==> src/rtl/rr_trace_wb_scheduler.sv <==
// rtl/rr_trace_wb_scheduler.sv - AXI4 write-back scheduler draining trace beats into a circular DRAM buffer
module rr_trace_wb_scheduler #(
  parameter int AXI_WIDTH       = 512,
  parameter int OFFSET_WIDTH    = 32,
  parameter int AXI_ADDR_WIDTH  = 64,
  parameter int MAX_BURST       = 16,
  parameter int MAX_OUTSTANDING = 4
) (
  input  logic                      clk,
  input  logic                      sync_rst,
  input  logic [AXI_ADDR_WIDTH-1:0] cfg_base,
  input  logic [AXI_ADDR_WIDTH-1:0] cfg_size,
  input  logic                      cfg_start,
  input  logic [AXI_WIDTH-1:0]      fifo_dout,
  input  logic [OFFSET_WIDTH-1:0]   fifo_dout_size,
  input  logic [OFFSET_WIDTH-1:0]   fifo_count,
  input  logic                      fifo_empty,
  output logic                      fifo_rd_en,
  input  logic                      finish_req,
  output logic                      finish_done,
  output logic [AXI_ADDR_WIDTH-1:0] awaddr,
  output logic [7:0]                awlen,
  output logic [2:0]                awsize,
  output logic [1:0]                awburst,
  output logic                      awvalid,
  input  logic                      awready,
  output logic [AXI_WIDTH-1:0]      wdata,
  output logic [AXI_WIDTH/8-1:0]    wstrb,
  output logic                      wlast,
  output logic                      wvalid,
  input  logic                      wready,
  input  logic [1:0]                bresp,
  input  logic                      bvalid,
  output logic                      bready,
  output logic [AXI_ADDR_WIDTH-1:0] wr_off,
  output logic [63:0]               total_bytes,
  output logic [31:0]               wrap_cnt,
  output logic                      err
);

  localparam int STRB_W     = AXI_WIDTH / 8;
  localparam int BEAT_SHIFT = $clog2(STRB_W);
  localparam int PAGE_BEATS = 4096 / STRB_W;
  localparam int OUT_W      = $clog2(MAX_OUTSTANDING + 1);

  typedef enum logic [2:0] {S_IDLE, S_ADDR, S_DATA, S_WAIT_B, S_DONE} state_t;

  state_t                    state;
  logic [AXI_ADDR_WIDTH-1:0] cfg_base_q;
  logic [AXI_ADDR_WIDTH-1:0] cfg_size_q;
  logic [OUT_W-1:0]          outstanding;
  logic                      finish_pending;
  logic [7:0]                beat_cnt;

  logic [AXI_ADDR_WIDTH-1:0] page_beats;
  logic [AXI_ADDR_WIDTH-1:0] end_beats;
  logic [AXI_ADDR_WIDTH-1:0] len_wide;
  logic [8:0]                burst_len;
  logic [AXI_ADDR_WIDTH-1:0] wr_off_next;
  logic [OFFSET_WIDTH-1:0]   beat_bytes;
  logic                      count_ok;
  logic                      burst_go;
  logic                      aw_fire;
  logic                      w_fire;
  logic                      b_fire;
  logic                      unused_bits;

  assign awsize  = 3'(BEAT_SHIFT);
  assign awburst = 2'b01;

  // Write channel streams the FIFO head straight through while a burst is open
  assign wvalid     = (state == S_DATA) && !fifo_empty;
  assign wdata      = fifo_dout;
  assign wlast      = (state == S_DATA) && (beat_cnt == awlen);
  assign fifo_rd_en = wvalid && wready;
  assign beat_bytes = {3'b000, fifo_dout_size[OFFSET_WIDTH-1:3]};

  assign aw_fire = awvalid && awready;
  assign w_fire  = wvalid && wready;
  assign b_fire  = bvalid && bready;

  assign unused_bits = ^{fifo_dout_size[2:0], len_wide[AXI_ADDR_WIDTH-1:9]};

  // Byte strobes cover only the valid bytes of a possibly partial beat
  always_comb begin
    wstrb = '0;
    for (int i = 0; i < STRB_W; i++) begin
      wstrb[i] = (OFFSET_WIDTH'(i) < beat_bytes);
    end
  end

  // Burst length: limited by burst cap, queued beats, 4 KB page and buffer end
  always_comb begin
    page_beats = AXI_ADDR_WIDTH'(PAGE_BEATS) - AXI_ADDR_WIDTH'(wr_off[11:BEAT_SHIFT]);
    end_beats  = (cfg_size_q - wr_off) >> BEAT_SHIFT;
    len_wide   = AXI_ADDR_WIDTH'(MAX_BURST);
    if (AXI_ADDR_WIDTH'(fifo_count) < len_wide) len_wide = AXI_ADDR_WIDTH'(fifo_count);
    if (page_beats < len_wide) len_wide = page_beats;
    if (end_beats < len_wide) len_wide = end_beats;
    burst_len   = len_wide[8:0];
    wr_off_next = wr_off + (AXI_ADDR_WIDTH'(burst_len) << BEAT_SHIFT);
    count_ok    = (fifo_count >= OFFSET_WIDTH'(MAX_BURST)) ||
                  (finish_pending && (fifo_count != '0));
    burst_go    = (outstanding < OUT_W'(MAX_OUTSTANDING)) && count_ok && (burst_len != '0);
  end

  // Main sequencer: burst issue, data beats, B accounting and the finish handshake
  always_ff @(posedge clk) begin
    if (sync_rst) begin
      state          <= S_IDLE;
      cfg_base_q     <= '0;
      cfg_size_q     <= '0;
      outstanding    <= '0;
      finish_pending <= 1'b0;
      beat_cnt       <= '0;
      awaddr         <= '0;
      awlen          <= '0;
      awvalid        <= 1'b0;
      bready         <= 1'b0;
      finish_done    <= 1'b0;
      err            <= 1'b0;
      wr_off         <= '0;
      total_bytes    <= '0;
      wrap_cnt       <= '0;
    end else begin
      bready      <= 1'b1;
      outstanding <= outstanding + OUT_W'(aw_fire) - OUT_W'(b_fire);
      if (finish_req) finish_pending <= 1'b1;
      if (b_fire && (bresp != 2'b00)) err <= 1'b1;
      case (state)
        S_IDLE: begin
          if (cfg_start) begin
            cfg_base_q     <= cfg_base;
            cfg_size_q     <= cfg_size;
            wr_off         <= '0;
            total_bytes    <= '0;
            wrap_cnt       <= '0;
            finish_pending <= 1'b0;
          end else if (burst_go) begin
            awaddr  <= cfg_base_q + wr_off;
            awlen   <= 8'(burst_len - 9'd1);
            awvalid <= 1'b1;
            state   <= S_ADDR;
            if (wr_off_next >= cfg_size_q) begin
              wr_off   <= '0;
              wrap_cnt <= wrap_cnt + 32'd1;
            end else begin
              wr_off <= wr_off_next;
            end
          end else if (finish_pending && fifo_empty && (outstanding == '0)) begin
            state <= S_WAIT_B;
          end
        end
        S_ADDR: begin
          if (awready) begin
            awvalid  <= 1'b0;
            beat_cnt <= '0;
            state    <= S_DATA;
          end
        end
        S_DATA: begin
          if (w_fire) begin
            total_bytes <= total_bytes + 64'(beat_bytes);
            if (beat_cnt == awlen) begin
              state <= S_IDLE;
            end else begin
              beat_cnt <= beat_cnt + 8'd1;
            end
          end
        end
        S_WAIT_B: begin
          if ((outstanding == '0) && !bvalid) begin
            state          <= S_DONE;
            finish_done    <= 1'b1;
            finish_pending <= 1'b0;
          end else begin
            state <= S_IDLE;
          end
        end
        S_DONE: begin
          if (cfg_start) begin
            cfg_base_q     <= cfg_base;
            cfg_size_q     <= cfg_size;
            wr_off         <= '0;
            total_bytes    <= '0;
            wrap_cnt       <= '0;
            finish_pending <= 1'b0;
            finish_done    <= 1'b0;
            state          <= S_IDLE;
          end
        end
        default: state <= S_IDLE;
      endcase
    end
  end

endmodule

==> config.mk <==
export PLATFORM = sky130hd
export DESIGN_NAME = rr_trace_wb_scheduler
export DESIGN_NICKNAME = d
export VERILOG_FILES = /design/src/rtl/rr_trace_wb_scheduler.sv
export SDC_FILE = /design/constraint.sdc
export NUM_CORES = 1
export LEC_CHECK = 0
export ABC_AREA = 1
export BUFFER_PORTS_ARGS = -buffer_cell sky130_fd_sc_hd__buf_2
export CAP_MARGIN = 0
export CORE_AREA = 2 2 603 605
export DETAILED_ROUTE_END_ITERATION = 10
export DIE_AREA = 0 0 605 607
export GPL_TIMING_DRIVEN = 1
export HOLD_SLACK_MARGIN = 0.1
export MAX_ROUTING_LAYER = met4
export PLACE_DENSITY = 0.33
export SLEW_MARGIN = 30
export SYNTH_ARGS = -nofsm -noshare
export SYNTH_HDL_FRONTEND = slang
export SYNTH_SLANG_ARGS = --single-unit
==> constraint.sdc <==
create_clock -name clk -period 12.98 [get_ports clk]
set_input_delay 1.298 -clock clk [delete_from_list [all_inputs] [get_ports clk]]
set_output_delay 1.298 -clock clk [all_outputs]
set_load 0.02 [all_outputs]
### Yosys cells after proc, flatten, opt, wreduce, memory -nomap -nowiden

Index checks and enable logic that the tools add are counted.

| operators by class | value |
|---|---|
| add/subtract/negate cells | 10 |
| reductions and logical operators | 35 |
| equality and inequality tests | 17 |
| mux-type cells | 40 |
| bitwise operators | 1 |
| order comparisons | 70 |

Operators with widths:

| kind | count |
|---|---|
| 6-bit by 29-bit less-than comparator with 1-bit output, first input constant | 32 |
| 5-bit by 29-bit less-than comparator with 1-bit output, first input constant | 16 |
| 64-bit two-way mux | 6 |
| 64-bit case mux with 2 select lines | 2 |
| 4-bit by 29-bit less-than comparator with 1-bit output, first input constant | 8 |
| 32-bit two-way mux | 5 |
| 3-bit by 29-bit less-than comparator with 1-bit output, first input constant | 4 |
| 64-bit by 15-bit adder with 64-bit output | 1 |
| 64-bit by 29-bit adder with 64-bit output | 1 |
| 64-bit adder | 1 |
| 64-bit >= comparator | 1 |
| 58-bit by 64-bit less-than comparator with 1-bit output | 1 |
| 64-bit less-than comparator | 1 |
| 32-bit case mux with 2 select lines | 1 |
| 64-bit subtractor | 1 |
| 1-bit by 29-bit less-than comparator with 1-bit output, first input constant | 2 |
| 2-bit by 29-bit less-than comparator with 1-bit output, first input constant | 2 |
| 32-bit by 1-bit adder with 32-bit output, second input constant | 1 |
| 32-bit by 5-bit >= comparator with 1-bit output, second input constant | 1 |
| 32-bit by 5-bit less-than comparator with 1-bit output, second input constant | 1 |
| 32-bit nonzero test | 1 |
| 3-bit two-way mux | 8 |
| 8-bit two-way mux | 3 |
| 8-bit case mux with 2 select lines | 1 |
| other kinds (29) | 72 |

| word-level totals | value |
|---|---|
| input bits | 714 |
| register bits after elaboration | 379 |
| output and inout bits | 820 |

### Longest topological paths before layout

| logic depth | value |
|---|---|
| depth after elaboration | 12 |
| mapped depth | 69 |

### Worst setup path before layout

No wires, ideal clock.

| timing path | value |
|---|---|
| path kind | in2reg |
| start point | input fifo_count[12] |
| end point | register wr_off[44] |
| cell stages on the path | 58 |
| required time | 12.916 ns |
| setup time | 0.064 ns |
| setup slack | 3.988 ns |
| data arrival time | 8.928 ns |
| cells stage by stage | nor2_1 nand2_1 nor2_1 nand2_1 nor2_4 nand2_1 ha_1 a21oi_1 nand2_1 nand2_1 nand2_1 inv_1 nand2_1 ha_1 a21oi_1 nor2_1 a211oi_1 nand2_1 [22 not listed] inv_1 nand4_1 nor3_1 nand2_1 xor2_1 inv_2 ha_1 a21oi_1 nor2_1 a211oi_1 o211ai_1 a21oi_1 nand3_1 inv_1 clkbuf_1 buf_1 a21oi_1 nor2_1 |

| between the ends | value |
|---|---|
| longest elaborated chain between the ends | 12 |
| elaborated cells between the ends (all ways) | 21 |

Ends and longest elaborated chain:

| what | line | RTL |
|---|---|---|
| start: declaration | 16 | `input logic [OFFSET_WIDTH-1:0] fifo_count,` |
| 32-bit by 5-bit less-than comparator with 1-bit output | 97 | `if (AXI_ADDR_WIDTH'(fifo_count) < len_wide) len_wide = AXI_ADDR_WIDTH'(fifo_count);` |
| 32-bit two-way mux | 97 |  |
| 64-bit less-than comparator | 98 | `if (page_beats < len_wide) len_wide = page_beats;` |
| 64-bit two-way mux | 98 |  |
| 58-bit by 64-bit less-than comparator with 1-bit output | 99 | `if (end_beats < len_wide) len_wide = end_beats;` |
| 9-bit two-way mux | 99 |  |
| 64-bit by 15-bit adder with 64-bit output | 101 | `wr_off_next = wr_off + (AXI_ADDR_WIDTH'(burst_len) << BEAT_SHIFT);` |
| 64-bit >= comparator | 144 | `if (wr_off_next >= cfg_size_q) begin` |
| 64-bit two-way mux | 144 |  |
| 64-bit two-way mux | 139 | `end else if (burst_go) begin` |
| 64-bit two-way mux | 132 | `if (cfg_start) begin` |
| 64-bit case mux with 2 select lines | 130 | `case (state)` |
| end signal: assignment | 148 | `wr_off <= wr_off_next;` |
| end: declaration | 35 | `output logic [AXI_ADDR_WIDTH-1:0] wr_off,` |

Parallel ways exist; a longest one is shown, timed or not. The select of a mux whose other input is x is not followed.
A chain may end at the register's enable or synchronous reset.

### Final worst setup path

| timing path | value |
|---|---|
| start point | register wr_off[14] |
| end point | register wrap_cnt[22] |

| between the ends | value |
|---|---|
| longest elaborated chain between the ends | 7 |
| elaborated cells between the ends (all ways) | 10 |

Ends and longest elaborated chain:

| what | line | RTL |
|---|---|---|
| 64-bit subtractor | 95 | `end_beats = (cfg_size_q - wr_off) >> BEAT_SHIFT;` |
| 58-bit by 64-bit less-than comparator with 1-bit output | 99 |  |
| 9-bit two-way mux | 99 |  |
| 64-bit by 15-bit adder with 64-bit output or 9-bit nonzero test (tied branches) | 101, 104 |  |
| 64-bit >= comparator or 1-bit logical AND (tied branches) | 144, 104 |  |
| 3-bit != test (no source line) | -- |  |
| 4-bit AND reduction (no source line) * | -- |  |
| end signal: assignment | 146 | `wrap_cnt <= wrap_cnt + 32'd1;` |
| end: declaration | 37 | `output logic [31:0] wrap_cnt,` |

Every way passes the cells marked *; elsewhere a longest branch is shown, timed or not.

==> flow_summary_export.csv <==
group,metric,value,unit
run_status,outcome,"finished, final reports clean",
cells_and_area,nets,5894,
global_route,grt_pass1_vias,31026,
setup_path,rr_startpoint,"wr_off[14]",
setup_path,ff2ff_path_depth,60,
yosys,synth_top_area_frac,0.231,
detailed_routing,via_per_inst,3.26,
sta,maxSlewViolCount,0,
yosys,syn_area_per_cell,6.57,µm²
cts,holdBufCountCts,0,
cts,cts.sinks,373,
sta,fmax,84.2,MHz
yosys,yosys.area.top_type,"dfxtp_1",
power,switching_share,0.558,
sta,relSlewSlack,0.280,
sta,final_hold_viol_count,0,
yosys,syn_area,0.0324,mm²
cts,cts_max_path_buffers,3,
cts,cts_buffers,57,
cts,cts-root-buf,"clkbuf_16",
hold_path,hold_class,"reg2reg",
detailed_routing,remaining_drc_errors,0,
detailed_routing,wl_per_cell,21.9,µm
cells_and_area,fillCellCount,42563,
sta,max_slew.worst_pin.slew,1.07,ns
setup_path,path_class,"reg2reg",
detailed_routing,drt_iter0_markers,1921,
sta,rsz0062_at_grt,"no",
sta,layout_min_cycle_time,11.88,ns
cts,h-tree-depth,2,
cts,path_clk_slew,0.06,ns
cts,cts_tree,"yes",
cts,post_cts_resized,0,
cells_and_area,synthToLayoutAreaGrowth,20.7,%
power,powerDensity,261,mW/mm²
setup_path,r2r_end,"wrap_cnt[22]",
hold_path,min_from,"cfg_base_q[0]",
cells_and_area,drive_gt1_frac,0.144,
hold_path,hold_depth,2,
hold_path,holdPathEnd,"awaddr[0]",
placement,portBuffers,495,
yosys,synth_cells,4924,
sta,timing.hold.ws,0.457,ns
setup_path,critPathMostFrequentCell,"nand2_1",
detailed_routing,drt-total-wl,214,mm
floorplan,dieArea,0.367,mm²
floorplan,num_rows,221,
power,p_switching,5.69,mW
yosys,synth-seq-cells,373,
floorplan,pin_count,1534,
yosys,ys.flop_type,"dfxtp_1",
yosys,yosys_warnings,0,
global_route,grt_first_pass_wirelength,280,mm
power,seq_power_share,0.173,
sta,setup-tns-final,0,ns
power,p_int,4.51,mW
placement,dpl.hpwl,181,mm
flow_run,cap_violations,0,
placement,place.gp.congestion,0.887,
power,max-vdd-ir-drop,0.123,mV
cts,post_cts_buffers,0,
yosys,synth_edf_count,0,
setup_path,cp.required,13.57,ns
setup_path,cp-start-kind,"flop",
sta,fin_worst_skew,0.0870,ns
setup_path,crit_path_max_fanout,64,
placement,place_area,0.0370,mm²
cts,clk_latency,0.75,ns
global_route,grt_max_degree,102,
setup_path,end_kind,"flop",
yosys,ys_seq_area_frac,0.231,
cells_and_area,finalInstanceArea,0.0391,mm²
detailed_routing,ant_nets,0,
global_route,grt_use_total,0.114,
floorplan,coreArea,0.361,mm²
yosys,yosysMostFrequentCell,"nand2_1",
power,clkPwrFrac,0.174,
floorplan,dieHeight,607,µm
power,p_leak,16.1,nW
sta,setup_viol,0,
power,p_total,10.2,mW
detailed_routing,num_vias,31819,
global_route,grt_remaining_overflow,0,
setup_path,reg2reg_setup_slack,1.10,ns
yosys,ys_types,67,
yosys,async_flop_share,0,
sta,period_share,0.915,
setup_path,crit_arrival,12.47,ns
setup_path,slowest_stage,"dfxtp_1",
global_route,grt_antenna_before_repair,23,
floorplan,start_util,0.0897,
setup_path,slowest_delay,0.57,ns
yosys,synth_common_cells,"nand2_1, nor2_1, a21oi_1",
power,power.share.combinational,0.652,
yosys,netlist_top_cells_area,"dfxtp_1, buf_4, ha_1, nand2_1, a21oi_1",
floorplan,die_w,605,µm
detailed_routing,drtPass1Iterations,7,
## how the worst max path moves through the flow
stage | start | cells past startpoint | endpoint
6_report | wr_off[14] | 60 | wrap_cnt[22]
2_1_floorplan | fifo_count[12] | 58 | wr_off[44]
3_3_place_gp | fifo_count[22] | 65 | wrap_cnt[28]
3_5_place_dp | fifo_count[22] | 65 | wrap_cnt[8]
5_1_grt | wr_off[24] | 62 | wrap_cnt[7]
4_1_cts | wr_off[14] | 60 | wrap_cnt[22]
## critical path, delay by kind of cell, from the launching register on
| kind | cells | cell delay [ns] |
|---|---|---|
| AO/OA/AOI/OAI | 11 | 2.38 |
| XOR/XNOR | 2 | 0.45 |
| adder cells (fa/ha/maj) | 4 | 1.17 |
| buffers and inverters | 7 | 0.98 |
| flip-flops | 1 | 0.57 |
| AND/OR/NAND/NOR | 36 | 6.17 |
## registers in the layout (all words and copies together) (netlist names)
signal	flops
awaddr	64
cfg_base_q	64
cfg_size_q	64
total_bytes	64
wr_off	58
wrap_cnt	32
awlen	8
beat_cnt	8
outstanding	3
state	3
awvalid	1
bready	1
err	1
finish_done	1
finish_pending	1
## placed cells by master (no fill, tap or decap), types with 46 or more instances in the layout
cell       instances
a21oi_1          542
buf_2            494
buf_4             62
clkbuf_16         57
dfxtp_1          372
ha_1             256
inv_1            505
nand2_1          807
nand3_1          168
nand4_1           62
nor2_1           603
nor3_1            75
o21ai_0          398
xnor2_1           46
xor2_1           119
## final cells by class
type / count / area, µm² / share of cell area
antenna: 13 / 32.5 / 0.000832
tap: 4794 / 6000 / 0.153
sequential: 373 / 7470 / 0.191
clock buffer: 78 / 1600 / 0.0408
timing repair buffer: 559 / 2990 / 0.0765
clock inverter: 28 / 462 / 0.0118
multi-input combinational: 3412 / 18600 / 0.475
inverter: 518 / 1960 / 0.0502
## power groups by stage
stage / Clock (mW) / Sequential (mW) / Combinational (mW)
5_1_grt: 1.89 / 1.81 / 7.46
2_1_floorplan: 0 / 1.90 / 4.27
6_report: 1.78 / 1.77 / 6.66
3_5_place_dp: 0 / 1.80 / 6.76
3_3_place_gp: 0 / 1.80 / 6.80
4_1_cts: 1.87 / 1.78 / 6.80
## metrics by stage
stage           util  instances  worst slack, ns
2_1_floorplan      -       4960             3.99
3_3_place_gp   0.103       9656             1.17
3_5_place_dp   0.103       9656             1.12
4_1_cts        0.108       9762             1.15
5_1_grt        0.108       9769          0.00479
6_report       0.108       9775             1.10
## layer usage
layer  part of all wire  global-route usage  vias to the layer above  wire length [µm]
met5                  0                   -                        -                 0
met4              0.068              0.0665                        0             14500
met3               0.10              0.0450                      378             21500
met2               0.47               0.190                     1213            102000
met1               0.36               0.113                    14478             76500
li1                   -                   -                    15750                 -
## kinds of logic (layout without fill, tap and decap cells)
kind of cell,after synthesis,count (layout),synth area share
other,2,51,0.000232
XOR/XNOR,165,165,0.0446
buffers and inverters,1175,1183,0.200
AND/OR/NAND/NOR,1826,1826,0.238
AO/OA/AOI/OAI,1124,1124,0.186
flip-flops,373,373,0.231
adder cells (fa/ha/maj),259,259,0.101
Note: power is estimated with default switching activity, not from simulation.
